[src/rtl/wavelet_transform_core_if.sv]
// ============================================================================
// Module      : wavelet_transform_core_if
// Description : Sample strobe, sample value, channel select and coefficient
//               output bundle for the Haar wavelet engine.
// Revision    : 1.0
// ============================================================================
`default_nettype none

interface wavelet_transform_core_if;
    logic       i_data_clk;
    logic [7:0] i_value;
    logic [7:0] i_select_output_channel;
    logic [7:0] o_multiplexed_wavelet_out;
    logic       o_active;

    modport master (
        output i_data_clk,
        output i_value,
        output i_select_output_channel,
        input  o_multiplexed_wavelet_out,
        input  o_active
    );

    modport slave (
        input  i_data_clk,
        input  i_value,
        input  i_select_output_channel,
        output o_multiplexed_wavelet_out,
        output o_active
    );
endinterface

`default_nettype wire

[src/rtl/wavelet_transform_core.sv]
// ============================================================================
// Module      : wavelet_transform_core
// Description : Streaming multi-level Haar transform; one coefficient channel
//               is muxed onto a registered 8-bit output with a valid flag.
// Revision    : 1.0
// ============================================================================
`default_nettype none

module wavelet_transform_core #(
    parameter int NUM_LEVELS  = 4,
    parameter int SYNC_STAGES = 2
) (
    input  wire logic               clk,
    input  wire logic               reset,
    wavelet_transform_core_if.slave bus
);

    logic [SYNC_STAGES-1:0] r_sync;
    logic                   r_sync_q;
    logic [SYNC_STAGES:0]   r_fill;
    logic                   r_armed;
    logic                   w_sync_top;
    logic                   w_edge;
    logic [SYNC_STAGES:0]   w_sync_next;

    logic [7:0]             w_app [0:NUM_LEVELS];
    logic [7:0]             w_det [1:NUM_LEVELS];
    logic [NUM_LEVELS:0]    w_vld;
    logic [NUM_LEVELS-1:0]  w_fire;

    logic [7:0]             r_sample;
    logic                   r_sample_vld;
    logic                   r_sample_new;

    logic [7:0]             w_sel_val;
    logic                   w_sel_vld;
    logic [7:0]             r_out;
    logic                   r_act;

    assign w_sync_next = {r_sync, bus.i_data_clk};
    assign w_sync_top  = r_sync[SYNC_STAGES-1];
    // Arming waits until the chain holds real strobe history and has seen it
    // low, so a strobe already high at reset release is not taken as an edge.
    assign w_edge      = r_armed & w_sync_top & ~r_sync_q;

    always_ff @(posedge clk or posedge reset) begin
        if (reset) begin
            r_sync       <= '0;
            r_sync_q     <= 1'b0;
            r_fill       <= '0;
            r_armed      <= 1'b0;
            r_sample     <= '0;
            r_sample_vld <= 1'b0;
            r_sample_new <= 1'b0;
        end else begin
            r_sync       <= w_sync_next[SYNC_STAGES-1:0];
            r_sync_q     <= w_sync_top;
            r_fill       <= {r_fill[SYNC_STAGES-1:0], 1'b1};
            r_armed      <= r_armed | (r_fill[SYNC_STAGES] & ~w_sync_top);
            r_sample_new <= w_edge;
            if (w_edge) begin
                r_sample     <= bus.i_value;
                r_sample_vld <= 1'b1;
            end
        end
    end

    assign w_app[0]  = r_sample;
    assign w_vld[0]  = r_sample_vld;
    assign w_fire[0] = r_sample_new;

    for (genvar k = 1; k <= NUM_LEVELS; k++) begin : g_level
        logic [7:0] r_first;
        logic       r_phase;
        logic [7:0] r_a;
        logic [7:0] r_d;
        logic       r_v;

        always_ff @(posedge clk or posedge reset) begin
            if (reset) begin
                r_first <= '0;
                r_phase <= 1'b0;
                r_a     <= '0;
                r_d     <= '0;
                r_v     <= 1'b0;
            end else if (w_fire[k-1]) begin
                r_phase <= ~r_phase;
                if (!r_phase) begin
                    r_first <= w_app[k-1];
                end else begin
                    r_a <= 8'(({1'b0, r_first} + {1'b0, w_app[k-1]}) >> 1);
                    // Bits [8:1] of the 9-bit difference equal the low byte of
                    // its arithmetic right shift.
                    r_d <= 8'(({1'b0, r_first} - {1'b0, w_app[k-1]}) >> 1);
                    r_v <= 1'b1;
                end
            end
        end

        assign w_app[k] = r_a;
        assign w_det[k] = r_d;
        assign w_vld[k] = r_v;

        if (k < NUM_LEVELS) begin : g_fwd
            logic r_fire;

            always_ff @(posedge clk or posedge reset) begin
                if (reset) begin
                    r_fire <= 1'b0;
                end else begin
                    r_fire <= w_fire[k-1] & r_phase;
                end
            end

            assign w_fire[k] = r_fire;
        end
    end

    always_comb begin
        w_sel_val = '0;
        w_sel_vld = 1'b0;
        if (bus.i_select_output_channel == 8'd0) begin
            w_sel_val = w_app[0];
            w_sel_vld = w_vld[0];
        end
        for (int k = 1; k <= NUM_LEVELS; k++) begin
            if (bus.i_select_output_channel == 8'(k)) begin
                w_sel_val = w_det[k];
                w_sel_vld = w_vld[k];
            end
            if (bus.i_select_output_channel == 8'(NUM_LEVELS + k)) begin
                w_sel_val = w_app[k];
                w_sel_vld = w_vld[k];
            end
        end
    end

    always_ff @(posedge clk or posedge reset) begin
        if (reset) begin
            r_out <= '0;
            r_act <= 1'b0;
        end else begin
            r_out <= w_sel_val;
            r_act <= w_sel_vld;
        end
    end

    assign bus.o_multiplexed_wavelet_out = r_out;
    assign bus.o_active                  = r_act;

endmodule

`default_nettype wire

[src/flat_wrapper.sv]
// flat-port wrapper written by rule: the top's interface ports become plain ports
module wavelet_transform_core_flat 
#(
    parameter int NUM_LEVELS  = 4,
    parameter int SYNC_STAGES = 2
)
  (clk, reset, bus_i_data_clk, bus_i_value, bus_i_select_output_channel, bus_o_multiplexed_wavelet_out, bus_o_active);
  wavelet_transform_core_if bus_i ();
  input  wire logic clk;
  input  wire logic reset;
  input wire logic [$bits(bus_i.i_data_clk)-1:0] bus_i_data_clk;
  input wire logic [$bits(bus_i.i_value)-1:0] bus_i_value;
  input wire logic [$bits(bus_i.i_select_output_channel)-1:0] bus_i_select_output_channel;
  output wire logic [$bits(bus_i.o_multiplexed_wavelet_out)-1:0] bus_o_multiplexed_wavelet_out;
  output wire logic [$bits(bus_i.o_active)-1:0] bus_o_active;
  assign bus_i.i_data_clk = bus_i_data_clk;
  assign bus_i.i_value = bus_i_value;
  assign bus_i.i_select_output_channel = bus_i_select_output_channel;
  assign bus_o_multiplexed_wavelet_out = bus_i.o_multiplexed_wavelet_out;
  assign bus_o_active = bus_i.o_active;
  wavelet_transform_core #(.NUM_LEVELS(NUM_LEVELS), .SYNC_STAGES(SYNC_STAGES)) u_core (.clk(clk), .reset(reset), .bus(bus_i));
endmodule
[config.mk]
export PLATFORM = sky130hd
export DESIGN_NAME = wavelet_transform_core_flat
export DESIGN_NICKNAME = d
export VERILOG_FILES = /design/src/rtl/wavelet_transform_core_if.sv /design/src/rtl/wavelet_transform_core.sv /design/src/flat_wrapper.sv
export SDC_FILE = /design/constraint.sdc
export NUM_CORES = 1
export LEC_CHECK = 0
export BUFFER_PORTS_ARGS = -buffer_cell sky130_fd_sc_hd__buf_4
export CAP_MARGIN = 15
export CORE_ASPECT_RATIO = 1.75
export CORE_MARGIN = 2
export CORE_UTILIZATION = 45
export DETAILED_ROUTE_END_ITERATION = 8
export PLACE_DENSITY = 0.62
export SLEW_MARGIN = 20
export SYNTH_ARGS = -nofsm -noshare
export SYNTH_HDL_FRONTEND = slang
export SYNTH_SLANG_ARGS = --single-unit
[constraint.sdc]
create_clock -name clk -period 4.1 [get_ports clk]
set_input_delay 0.82 -clock clk [delete_from_list [all_inputs] [get_ports clk]]
set_output_delay 0.82 -clock clk [all_outputs]
set_load 0.01 [all_outputs]
==> impl_summary.md, run 1 <==
Min path
The min-delay analysis places its worst path in the category reg2reg. The worst hold path terminates at u_core.r_sync[1]. The worst hold path begins at u_core.r_sync[0]. The worst hold path passes through 0 cells.

Clocking
The clock tree root driver cell is sky130_fd_sc_hd__clkbuf_16. Clock-pin slew was measured on the worst setup and hold paths at 0.06 ns. The number of clock buffers added by TritonCTS is 17. The H-tree level count is 4. The hold buffer count at cts is 0. The number of cells upsized or downsized after cts is 0.

Counting along the longest clock path gives a buffer depth of 2. The post-CTS repair timing setup buffer count is 0. The CTS tree is done. The sink count of the clock tree is 133. The later pin in the worst-skew pair is clocked with a latency of about 0.43 ns.

Floorplanning
The floorplan die height is 178.3 um. The boundary pin count is 28. The initial utilization of the core area, before any placement, comes to 0.4607.

The total area inside the core boundary comes to approximately 0.017 sq mm. The horizontal die dimension is 103.6 um. The count of standard-cell rows is 63. The die covers between 0.015 and 0.02 sq mm.

Final layout
The area growth from synthesis to layout is 12.16%. The count of filler cells inserted in the layout is 1,596. Of the cells placed in the final design, the portion with a size suffix greater than 1 is 0.1186. In the final layout, flip-flops and latches occupy approximately 0.0033 sq mm. The final antenna diode count is 0.

Summing all multi-input logic gate instances after layout gives 0.004065 sq mm. The finished cells cover 0.008757 sq mm. The post-layout net count is 905.

GRT
The global-route wire length before repair is ~32,000 um. The total congestion overflow after global routing is 0. The pin count of the biggest net entering global routing is 134. The number of antenna violations at the first check in global routing is 0. The total routing usage reported by global routing is 0.2293. The number of global-route vias before repair is between 6,000 and 7,000.

Drt
The via count is 5,926. In this run the remaining antenna-violating nets after routing total 0. In the routed layout, each cell is associated on average with a via count of 5.580. In the final routed layout, each cell accounts on average for 18.86 um.

For this run, design rule violations remaining after detail routing come to 0. The first detailed-routing pass took 4 iterations. The routed design has 20,030 um of wire. The first routing iteration left 275 violations.

Timing
The routed design could run at a clock period as short as 2.320 ns. The final sum of negative setup slack is 0 ns. For the final database, setup skew stands at between 0.008 and 0.009 ns. The worst-margin pin slew is 1.004 ns. The final period utilization is 0.5659. Setup violations remaining at the end of the flow were counted as 0. The count of pins over their slew limit is 0. Setup repair after global routing left no endpoint under its margin. The maximum clock frequency is 431.0 MHz. The count of endpoints failing hold in the final timing report is 0. The max-slew headroom at the worst pin is 0.3293.

Setup path
The slowest stage of the critical path is the sky130_fd_sc_hd__dfrtp_1 cell. STA classifies the critical path startpoint as a flop. The signal on the critical path passes through nand2_1 -> fa_1 -> o21bai_1 -> a21oi_1 -> o31ai_1 -> a2111oi_0 -> a211oi_1. For the worst setup path, the data arrival time is 2.64 ns. Along the worst path, the maximum fanout reaches 6. The worst stage delay on the critical path is 0.47 ns. The worst setup path is captured at a flop. The reg-to-reg setup timing slack is 1.78 ns. For the worst setup path, the data required time is 4.42 ns. The critical path is of the reg2reg type.

The worst-case reg-to-reg path depth is 7. The startpoint of the worst-slack reg-to-reg timing path is u_core.r_sample[0]. The worst register-to-register path ends at u_core.g_level[1].r_a[7].

Pwr
VDD sags by at most 453.9 uV. For this design the static power due to leakage is 4.022 nW. For this design the ratio of total power to cell area is 759.2 mW/mm^2.

Synth
In this run, synthesis produced a sequential element count of 133. Summed over all instances, the cell type with the most area after synthesis is sky130_fd_sc_hd__dfrtp_1. The share of synthesized flip-flops with an asynchronous set or reset is 1.000.

The number of nets in the synthesized netlist is 902. The share of synthesized area in the top cell type comes to 0.4263. The synthesized design contains 0 enable-type register cells. The total standard cell area after synthesis is 0.007807 sq mm. The part of the Yosys area used for sequential elements is 0.4263. The gate count after technology mapping is roughly 820. The main flop type after synthesis is sky130_fd_sc_hd__dfrtp_1. In this run, distinct cell masters in the synthesized netlist total 61. The mean instance size in the synthesized netlist is 9.533 sq um. Yosys attributes the largest share of cell area to sky130_fd_sc_hd__dfrtp_1, sky130_fd_sc_hd__ha_1, sky130_fd_sc_hd__o21ai_0. Yosys printed 0 warnings.

Place
The count of buffers inserted at the top-level ports is 27. The weighted congestion reported at the end of routability-driven placement is 0.9428. Once detailed placement completed, the half-perimeter wirelength came to 15,050 um. The placed instances occupy a cell area of 0.008129 sq mm.

Flow run
Across the run, the number of max-cap violations was 0.

Run status
The run finished with clean final reports.
[worst max-delay path: cells and delay by family, from the launching register on]
| family | cells | cell delay, ns |
|---|---|---|
| AOI/OAI and AO/OA | 5 | 1.16 |
| DFF | 1 | 0.47 |
| and+or+nand+nor | 1 | 0.12 |
| adders and majority gates | 1 | 0.47 |
[Yosys cell counts, drive strengths merged, types with 5 or more instances]
library cell / number
o21ai: 92
nor2: 36
inv: 56
clkbuf: 31
a221oi: 10
mux2i: 6
buf: 15
dfrtp: 133
xor2: 14
a21o: 5
fa: 8
a21oi: 33
and3: 8
xnor2: 17
o22ai: 5
nand3: 17
a211oi: 15
o31ai: 12
o21bai: 7
mux2: 22
nand2: 109
ha: 56
o21a: 8
nand2b: 10
or3: 10
nor2b: 15
o211ai: 5
nor3: 12
[logic make-up after synthesis]
| logic type | Yosys count | share of synthesized area |
|---|---|---|
| buffers and inverters | 102 | 0.05304 |
| AND/OR/NAND/NOR | 232 | 0.1372 |
| multiplexers | 32 | 0.05096 |
| flip-flops | 133 | 0.4263 |
| AO/OA/AOI/OAI | 224 | 0.1870 |
| adder cells (fa/ha/maj) | 64 | 0.1103 |
| other | 1 | 0.0004803 |
| XOR/XNOR | 31 | 0.03478 |
[per-layer routing]
layer,global-route usage,part of all wire,wire (um),vias to the layer above
li1,-,-,-,2868
met1,0.2370,0.37,7461,2910
met2,0.4467,0.56,11270,106
met3,0.03909,0.025,509,42
met4,0.1075,0.039,788,0
met5,0,0,0,-
[flip-flops by register name, indices dropped and copies added, names as in the netlist]
signal	count
u_core.g_level.r_a	32
u_core.g_level.r_d	32
u_core.g_level.r_first	32
u_core.bus.o_multiplexed_wavelet_out	8
u_core.r_sample	8
u_core.g_level.r_phase	4
u_core.g_level.r_v	4
u_core.g_level.g_fwd.r_fire	3
u_core.r_fill	3
u_core.r_sync	2
u_core.bus.o_active	1
u_core.r_armed	1
u_core.r_sample_new	1
u_core.r_sample_vld	1
u_core.r_sync_q	1
[layout by cell type, fill, tap and decap left out, types with 3 or more instances in the layout]
cell type,count
sky130_fd_sc_hd__nor3_1,12
sky130_fd_sc_hd__buf_4,29
sky130_fd_sc_hd__bufinv_16,3
sky130_fd_sc_hd__nand3b_1,3
sky130_fd_sc_hd__mux4_2,4
sky130_fd_sc_hd__nand2_1,109
sky130_fd_sc_hd__nor2_1,35
sky130_fd_sc_hd__o211ai_1,5
sky130_fd_sc_hd__o31a_1,4
sky130_fd_sc_hd__ha_1,56
sky130_fd_sc_hd__clkbuf_16,17
sky130_fd_sc_hd__inv_1,55
sky130_fd_sc_hd__clkinvlp_4,4
sky130_fd_sc_hd__o21a_1,8
sky130_fd_sc_hd__o31ai_1,11
sky130_fd_sc_hd__xor2_1,14
sky130_fd_sc_hd__a221oi_1,10
sky130_fd_sc_hd__mux2_2,22
sky130_fd_sc_hd__a21o_1,5
sky130_fd_sc_hd__mux2i_1,6
sky130_fd_sc_hd__o21bai_1,7
sky130_fd_sc_hd__xnor2_1,17
sky130_fd_sc_hd__nand3_1,17
sky130_fd_sc_hd__and2_1,3
sky130_fd_sc_hd__or3_1,10
sky130_fd_sc_hd__nand2b_1,10
sky130_fd_sc_hd__a211oi_1,15
sky130_fd_sc_hd__nor2b_1,15
sky130_fd_sc_hd__clkbuf_8,4
sky130_fd_sc_hd__fa_1,8
sky130_fd_sc_hd__dfrtp_1,133
sky130_fd_sc_hd__a21oi_1,33
sky130_fd_sc_hd__o22ai_1,5
sky130_fd_sc_hd__a221o_1,4
sky130_fd_sc_hd__o21ai_0,90
sky130_fd_sc_hd__and3_1,8
[how the worst max path moves through the flow]
| stage | from | endpoint | slack, ns | depth (start not counted) |
|---|---|---|---|---|
| after floorplan | reset | u_core.bus.o_active | 1.63 | 1 |
| after global placement | bus_i_select_output_channel[5] | u_core.bus.o_multiplexed_wavelet_out[0] | 1.67 | 6 |
| after detailed placement | bus_i_select_output_channel[5] | u_core.bus.o_multiplexed_wavelet_out[0] | 1.62 | 6 |
| after CTS | u_core.r_sample[0] | u_core.g_level[1].r_a[7] | 1.76 | 7 |
| after global routing | u_core.r_sample[0] | u_core.g_level[1].r_a[7] | 1.58 | 7 |
| final | u_core.r_sample[0] | u_core.g_level[1].r_a[7] | 1.78 | 7 |
[area by class of cell]
cell class                      count  area share
Inverter                           56     0.02443
Tap cell                          227     0.03243
Multi-Input combinational cell    584      0.4642
Clock buffer                       22     0.05529
Timing Repair Buffer               30     0.02715
Clock inverter                     10     0.01643
Sequential cell                   133      0.3801
[power by group]
group	leakage [nW]	total, W	internal (W)	switching [W]
logic	2.01	0.00286	0.00116	0.00171
registers	1.71	0.00216	0.00173	0.000426
clock network	0.299	0.00162	0.00102	0.000598
[metrics by stage]
| step | hold slack, ns | util | std cells | worst slack [ns] | power (W) |
|---|---|---|---|---|---|
| 3_5_place_dp | 0.3387 | 0.4797 | 1030 | 1.619 | 0.005030 |
| 4_1_cts | 0.3521 | 0.5167 | 1062 | 1.764 | 0.006687 |
| 6_report | 0.3488 | 0.5167 | 1062 | 1.780 | 0.006648 |
| 3_3_place_gp | 0.3338 | 0.4797 | 1030 | 1.673 | 0.004970 |
| 5_1_grt | 0.3547 | 0.5167 | 1062 | 1.582 | 0.007131 |
| 2_1_floorplan | 0.3312 | - | 819 | 1.629 | 0.004211 |
Note: power is estimated with default switching activity, not from simulation.
==> run 2: changes to the inputs <==
==> constraint.sdc (replaced) <==
create_clock -name clk -period 1.9 [get_ports clk]
set_input_delay 0.38 -clock clk [delete_from_list [all_inputs] [get_ports clk]]
set_output_delay 0.38 -clock clk [all_outputs]
set_load 0.01 [all_outputs]
==> run 2 against run 1 <==
Critical path type unchanged. Worst hold slack got worse by 0.29 ns. Power rose to 2.7 times the previous value. The flow now finishes with violations (negative setup slack). Largest cell class unchanged. Clock skew grew 0.0023 ns. Sequential power is 110% higher. Clock power increased by 130%. Wire length up 12%.
==> impl_summary.md, run 2 (same netlist as run 1, synthesis figures left out) <==
Setup path
The highest-delay cell along the critical path is sky130_fd_sc_hd__a211oi_1 (was sky130_fd_sc_hd__dfrtp_1). The data required time of the critical path is 2.27 ns (was 4.42 ns). The worst stage delay on the critical path was 0.46 ns (was 0.47 ns). The kind of end point of the critical path is a flop (unchanged). The startpoint of the worst-slack reg-to-reg timing path is u_core.g_level[3].r_a[1] (was u_core.r_sample[0]). The reg-to-reg setup timing slack came to -0.1 ns (was 1.78 ns). The biggest fanout along the worst timing path is 2 (was 6).

The type of the worst setup path was reg2reg (unchanged). The worst-case reg-to-reg path depth is 7 (unchanged). The data arrival time of the critical path is 2.37 ns (was 2.64 ns). The critical path's most frequent cell is sky130_fd_sc_hd__buf_6. The kind of start point of the critical path is a flop (unchanged). Crit-path cells: buf_6 -> buf_6 -> fa_2 -> nor2b_2 -> o21ai_0 -> a211oi_1 -> a21o_1 (was nand2_1 -> fa_1 -> o21bai_1 -> a21oi_1 -> o31ai_1 -> a2111oi_0 -> a211oi_1). The capturing point of the worst reg2reg path is u_core.g_level[4].r_d[3] (was u_core.g_level[1].r_a[7]).

GRT
The pin count of the biggest net entering global routing came to 53 (was 134). The number of global-route vias before repair is 6,821 (was 6,008). The number of antenna violations at the first check in global routing is 0 (unchanged). The global-route wire length before repair was 35,060 um (was 32,290 um). The total congestion overflow after global routing is 0 (unchanged). The total routing usage reported by global routing is 0.2473 (was 0.2293).

Min path
The endpoint of the worst hold path is u_core.r_sync[0] (was u_core.r_sync[1]). The cell count of the worst hold path was 1 (was 0). The class of the tightest hold or removal check is in2reg (was reg2reg). The startpoint of the worst hold path is bus_i_data_clk (was u_core.r_sync[0]).

Pwr
The sequential share of power is 0.253 (was 0.325). The total leakage power is 4.823 nW (was 4.022 nW). The peak supply drop is 1434 uV (was 453.9 uV). The switching power as a share of total power was 0.3948 (was 0.4112). The clock network fraction of design power came to 0.211 (was 0.244). The power per standard cell area is 1705 mW/mm^2 (was 759.2 mW/mm^2). The internal power of the cells is 0.01070 W (was 0.003915 W). The combinational power share came to 0.536 (was 0.431). The power spent charging and discharging nets is 0.006977 W (was 0.002733 W).

Drt
The final wirelength was 22,500 um (was 20,030 um). The count of antenna-violating nets left after detailed routing was 0 (unchanged). The first-pass iteration count of the detailed router came to 5 (was 4). The number of remaining DRC errors is 0 (unchanged). The initial detailed-routing violation count is 364 (was 275). The average vias per placed instance was 5.503 (was 5.580). The routed length per instance came to 18.72 um (was 18.86 um).

The via count is 6,615 (was 5,926).

Floorplanning
The floorplan die height came to 178.3 um (unchanged). The area of the core is 0.01695 sq mm (unchanged). The initial cell density of the core is 0.4607 (unchanged). The die area is 0.01846 sq mm (unchanged). The count of standard-cell rows is 63 (unchanged). The boundary pin count is 28 (unchanged). The horizontal die dimension is 103.6 um (unchanged).

Final layout
The count of filler cells inserted in the layout is 1,420 (was 1,596). The post-synthesis to final-layout area growth was 32.76% (was 12.16%). The most common cell after layout, fill and taps aside is sky130_fd_sc_hd__buf_4 (was sky130_fd_sc_hd__dfrtp_1). The final antenna diode count is 0 (unchanged). Commonest cells after routing, fill and taps aside: sky130_fd_sc_hd__buf_4, sky130_fd_sc_hd__dfrtp_1, sky130_fd_sc_hd__nand2_1 (was sky130_fd_sc_hd__dfrtp_1, sky130_fd_sc_hd__nand2_1, sky130_fd_sc_hd__o21ai_0). The post-layout net count is 1,045 (was 905). Biggest regs: u_core.g_level.r_a x32, u_core.g_level.r_d x32, u_core.g_level.r_first x32 (unchanged). The ratio of cells with drive above 1 in the final layout is 0.3231 (was 0.1186).

Timing
The worst-margin pin slew was 0.5514 ns (was 1.004 ns). The maximum clock frequency is 500.2 MHz (was 431.0 MHz). Unrepaired setup endpoints after global routing: yes (was no).

The count of endpoints failing hold in the final timing report is 0 (unchanged). The worst-case setup margin in the final layout came to -0.09924 ns (was 1.780 ns). The count of pins over their slew limit is 0 (unchanged). The number of setup violations in the final report is 4 (was 0). The max-slew headroom at the worst pin is 0.6324 (was 0.3293). The final period utilization was 1.052 (was 0.5659).

The shortest period the worst path allows is 1.999 ns (was 2.320 ns). The post-route clock skew was 0.01096 ns (was 0.008629 ns). The final sum of negative setup slack is -0.2309 ns (was 0 ns).

Place
The count of buffers inserted at the top-level ports is 27 (unchanged). The detailed-placement wirelength estimate is 16,760 um (was 15,050 um). The worst setup slack before clock tree synthesis is -0.2721 ns (was 1.619 ns). The weighted congestion reported at the end of routability-driven placement came to 0.9129 (was 0.9428).

Clocking
The H-tree level count was 4 (unchanged). The clock tree root driver cell is sky130_fd_sc_hd__clkbuf_16 (unchanged). The worst-skew pair later-pin latency is 0.44 ns (was 0.43 ns).

The CTS tree is done (unchanged). The worst-case clock buffer depth is 2 (unchanged). The CTS buffer count came to 17 (unchanged). The clock-pin slew on the worst setup and hold paths is 0.06 ns (about the same). The sink count of the clock tree is 133 (unchanged).

Flow run
The max capacitance violation total came to 0 (unchanged).

Run status
Run status: finished with violations (was finished clean). The final reports fail on negative setup slack.
==> run 2: changes by cell type in the layout (fill, tap and decap cells not counted), moves of 9 or more <==
cell	before	now
sky130_fd_sc_hd__buf_4	29	158
sky130_fd_sc_hd__inv_1	55	46
sky130_fd_sc_hd__ha_1	56	44
sky130_fd_sc_hd__o21ai_0	90	80
sky130_fd_sc_hd__ha_4	0	9
sky130_fd_sc_hd__a21oi_2	0	9
sky130_fd_sc_hd__a21oi_1	33	23
sky130_fd_sc_hd__inv_2	0	9
==> run 2: timing repair <==
action | CTS | global route
gates resized for setup | 35 | 79
endpoints found under the hold margin | 11 | 0
endpoints found under the setup margin | 21 | 35
gates cloned | 0 | 0
pin swaps | 15 | 28
setup buffers | 5 | 15
hold buffers | 1 | 0
==> run 2: through the flow <==
stage               instances  power [W]  hold WS [ns]  utilization  cell area, sq um
floorplan                 819   0.009086        0.3312            -              7811
global placement         1150    0.01227        0.3366       0.5358              9080
detailed placement       1150    0.01245        0.3355       0.5358              9080
CTS                      1188    0.01662       0.04216       0.5858              9928
global route             1202    0.01875       0.04331       0.6116             10360
finish                   1202    0.01767       0.05799       0.6116             10360
==> run 2: how the worst max path moves through the flow <==
stage / start / to / slack (ns) / cells after the start
floorplan: reset / u_core.bus.o_active / -0.13 / 1
global placement: u_core.g_level[3].r_a[0] / u_core.g_level[4].r_d[5] / -0.29 / 7
detailed placement: u_core.g_level[3].r_a[0] / u_core.g_level[4].r_d[5] / -0.27 / 7
CTS: u_core.g_level[3].r_a[1] / u_core.g_level[4].r_d[5] / -0.1 / 8
global route: u_core.g_level[3].r_a[1] / u_core.g_level[4].r_d[5] / -0.15 / 8
finish: u_core.g_level[3].r_a[1] / u_core.g_level[4].r_d[3] / -0.1 / 7
==> run 2: layer usage <==
layer | part of all wire | vias to the layer above | GRT usage
met1 | 0.35 | 3250 | 0.2308
met2 | 0.58 | 149 | 0.4983
met5 | 0 | - | 0
met4 | 0.049 | 0 | 0.1458
met3 | 0.027 | 62 | 0.03909
li1 | - | 3154 | -
==> run 2: power by group through the flow <==
stage	Sequential, W	Combinational, W	Clock [W]
after floorplan	0.00432	0.00477	0
after global placement	0.00439	0.00787	0
after detailed placement	0.00445	0.00799	0
after CTS	0.00443	0.00840	0.00379
after global routing	0.00457	0.0103	0.00390
final	0.00447	0.00947	0.00373
==> run 2: worst max-delay path, delay by kind of cell, from the launching register on <==
family                   cells  cell delay (ns)
AO/OA/AOI/OAI                3             0.73
adder cells (fa/ha/maj)      1             0.40
flip-flops                   1             0.40
AND/OR/NAND/NOR              1             0.16
buffers and inverters        2             0.24
==> run 2: cell type report <==
type                    instances  area [sq um]  share of cell area
inverters                      56         214.0             0.02064
clock buffers                  20         466.7             0.04503
well taps                     227         284.0             0.02740
flip-flops and latches        133          3331              0.3213
clock inverters                12         197.7             0.01907
repair buffers                170          1364              0.1316
multi-input cells             584          4508              0.4349
==> run 3: changes to the inputs <==
--- a/config.mk
+++ b/config.mk
@@ -8,10 +8,9 @@
 export BUFFER_PORTS_ARGS = -buffer_cell sky130_fd_sc_hd__buf_4
 export CAP_MARGIN = 15
 export CORE_ASPECT_RATIO = 1.75
-export CORE_MARGIN = 2
-export CORE_UTILIZATION = 45
+export CORE_UTILIZATION = 36
 export DETAILED_ROUTE_END_ITERATION = 8
-export PLACE_DENSITY = 0.62
+export PLACE_DENSITY = 0.52
 export SLEW_MARGIN = 20
 export SYNTH_ARGS = -nofsm -noshare
 export SYNTH_HDL_FRONTEND = slang
==> run 3 against run 2 <==
The run still ends with negative setup slack left. First-iteration DRC count shrank 30%. Count of clock-buffer cells in the layout up 2. Fmax grew 3.9%. Clock power shrank 8.3%. Combinational power down 2.9%. Global-route usage fell by 3.7 points. Die area grew 21%. Via count decreased by 4.3%. Clock skew down 0.0020 ns. Sequential power decreased by 1%. Critical path depth increased by 1. Critical path type unchanged. Largest cell class unchanged. Highest routed layer unchanged.
==> impl_summary.md, run 3 (same netlist as run 1, synthesis figures left out) <==
GRT
The total congestion overflow after global routing was 0 (unchanged). The global-route wire length before repair was 34,940 um (was 35,060 um). The number of global-route vias before repair came to 6,701 (was 6,821). The pin count of the biggest net entering global routing is 84 (was 53).

The total routing usage reported by global routing is 0.2102 (was 0.2473). The number of antenna violations at the first check in global routing is 0 (unchanged).

Pwr
The clock network fraction of design power is 0.201 (was 0.211). The total leakage power is 4.786 nW (was 4.823 nW). The power per standard cell area came to 1654 mW/mm^2 (was 1705 mW/mm^2). The sequential share of power was 0.259 (was 0.253). The peak supply drop is 703.5 uV (was 1434 uV). The combinational power share is 0.540 (was 0.536). The power spent charging and discharging nets is 0.006654 W (was 0.006977 W). The internal power of the cells is 0.01038 W (was 0.01070 W). The switching power as a share of total power came to 0.3907 (was 0.3948).

Final layout
Commonest cells after routing, fill and taps aside: sky130_fd_sc_hd__buf_4, sky130_fd_sc_hd__dfrtp_1, sky130_fd_sc_hd__nand2_1 (unchanged). The post-layout net count is 1,047 (was 1,045). The post-synthesis to final-layout area growth is 31.87% (was 32.76%). The count of filler cells inserted in the layout came to 2,024 (was 1,420).

The area of the multi-input gates is 0.004428 sq mm (was 0.004508 sq mm). The final antenna diode count came to 0 (unchanged). The area of all sequential standard cells came to 0.003328 sq mm (was 0.003331 sq mm). The ratio of cells with drive above 1 in the final layout is 0.3091 (was 0.3231). The most common cell after layout, fill and taps aside is sky130_fd_sc_hd__buf_4 (unchanged). The final core utilization came to 0.4878 (was 0.6116). Biggest regs: u_core.g_level.r_a x32, u_core.g_level.r_d x32, u_core.g_level.r_first x32 (unchanged).

Place
The worst setup slack before clock tree synthesis is -0.2224 ns (was -0.2721 ns). The count of buffers inserted at the top-level ports is 27 (unchanged). The weighted congestion reported at the end of routability-driven placement came to 0.9088 (was 0.9129).

The detailed-placement wirelength estimate is 16,510 um (was 16,760 um).

Clocking
The worst-case clock buffer depth is 2 (unchanged). The worst-skew pair later-pin latency is 0.43 ns (was 0.44 ns). The H-tree level count is 4 (unchanged).

The clock-pin slew on the worst setup and hold paths is 0.06 ns (about the same). The CTS buffer count is 17 (unchanged). The sink count of the clock tree is 133 (unchanged). The clock tree root driver cell was sky130_fd_sc_hd__clkbuf_16 (unchanged). The CTS tree is done (unchanged). The hold buffer count at cts is 0 (was 1).

Floorplanning
The initial cell density of the core is 0.3699 (was 0.4607). The boundary pin count was 28 (unchanged). The horizontal die dimension is 113.3 um (was 103.6 um). The area of the core is 0.02111 sq mm (was 0.01695 sq mm).

The floorplan die height is 196.8 um (was 178.3 um). The die area is 0.02230 sq mm (was 0.01846 sq mm). The count of standard-cell rows is 70 (was 63).

Timing
The count of endpoints failing hold in the final timing report is 0 (unchanged). The worst-margin pin slew came to 0.6009 ns (was 0.5514 ns). The number of setup violations in the final report is 1 (was 4). The count of pins over their slew limit came to 0 (unchanged). The final period utilization is 1.012 (was 1.052). The max-slew headroom at the worst pin came to 0.5979 (was 0.6324). The post-route clock skew is 0.008966 ns (was 0.01096 ns). The maximum clock frequency was 519.9 MHz (was 500.2 MHz). The worst-case setup margin in the final layout is -0.02332 ns (was -0.09924 ns). Unrepaired setup endpoints after global routing: yes (unchanged).

The shortest period the worst path allows is 1.923 ns (was 1.999 ns). The worst hold slack after final layout is 0.05072 ns (was 0.05799 ns).

Setup path
The type of the worst setup path is reg2reg (unchanged). The kind of end point of the critical path is a flop (unchanged). The biggest fanout along the worst timing path is 3 (was 2). The kind of start point of the critical path was a flop (unchanged). The data arrival time of the critical path came to 2.26 ns (was 2.37 ns). The data required time of the critical path is 2.24 ns (was 2.27 ns).

Drt
The routed length per instance is 17.24 um (was 18.72 um). The first-pass iteration count of the detailed router came to 5 (unchanged). The final wirelength is 21,810 um (was 22,500 um). The via count was 6,328 (was 6,615). The number of remaining DRC errors is 0 (unchanged). The count of antenna-violating nets left after detailed routing is 0 (unchanged).

The initial detailed-routing violation count was 256 (was 364). The average vias per placed instance is 5.002 (was 5.503).

Min path
The class of the tightest hold or removal check is in2async (was in2reg).

Flow run
The max capacitance violation total is 0 (unchanged).

Run status
Violations in the final reports: negative setup slack (unchanged). Run status: finished with violations (unchanged).
[run 3: worst max-delay path, cell delays in order, from the launching register on]
cell and delay (ns):
sky130_fd_sc_hd__dfrtp_1 0.41, sky130_fd_sc_hd__inv_2 0.10, sky130_fd_sc_hd__buf_6 0.09, sky130_fd_sc_hd__fa_2 0.20
sky130_fd_sc_hd__nor2b_2 0.05, sky130_fd_sc_hd__o31a_1 0.30, sky130_fd_sc_hd__o31a_1 0.33, sky130_fd_sc_hd__o21a_1 0.18
sky130_fd_sc_hd__o31ai_2 0.18
[run 3: what timing repair did]
action,CTS,global route
gates resized for setup,31,62
endpoints found under the setup margin,20,32
pin swaps,11,22
cloned,0,0
setup buffers,0,12
[run 3: per-layer routing]
| layer | share of wire | vias to the layer above | GRT usage |
|---|---|---|---|
| met5 | 0 | - | 0 |
| li1 | - | 3152 | - |
| met2 | 0.59 | 63 | 0.4235 |
| met4 | 0.022 | 0 | 0.07749 |
| met1 | 0.37 | 3082 | 0.2102 |
| met3 | 0.019 | 31 | 0.03321 |
[run 3: area by class of cell]
cell class                 instances  area share
multi-input combinational        584      0.4301
sequential                       133      0.3232
clock inverter                    10     0.01240
timing repair buffer             172      0.1325
inverter                          56     0.02078
tap                              288     0.03500
clock buffer                      22     0.04606
[run 3: final timing paths]
path,startpoint,end,slack [ns],cells past startpoint
hold / removal,reset,u_core.g_level[3].r_first[3],0.05,3
max in group asynchronous,reset,u_core.g_level[4].r_a[2],1.39,3
min in group clk,bus_i_data_clk,u_core.r_sync[0],0.06,1
setup reg to reg,u_core.g_level[4].r_first[1],u_core.g_level[4].r_d[7],-0.02,8
setup / recovery,u_core.g_level[4].r_first[1],u_core.g_level[4].r_d[7],-0.02,8
hold reg to reg,u_core.r_sync[0],u_core.r_sync[1],0.35,0
[run 3: through the flow]
stage | std cells | area [sq um] | setup TNS, ns | power (W)
floorplan | 819 | 7811 | -17.45 | 0.009086
global route | 1265 | 10300 | -0.5091 | 0.01825
CTS | 1253 | 9960 | 0 | 0.01623
global placement | 1222 | 9226 | -1.277 | 0.01233
detailed placement | 1222 | 9226 | -1.499 | 0.01237
finish | 1265 | 10300 | -0.02332 | 0.01703
[run 3: power groups by stage]
stage,clock network [W],registers [W],logic (W)
after detailed placement,0,0.00440,0.00796
after floorplan,0,0.00432,0.00477
after CTS,0.00349,0.00439,0.00835
after global routing,0.00359,0.00454,0.0101
final,0.00342,0.00441,0.00920
after global placement,0,0.00438,0.00796
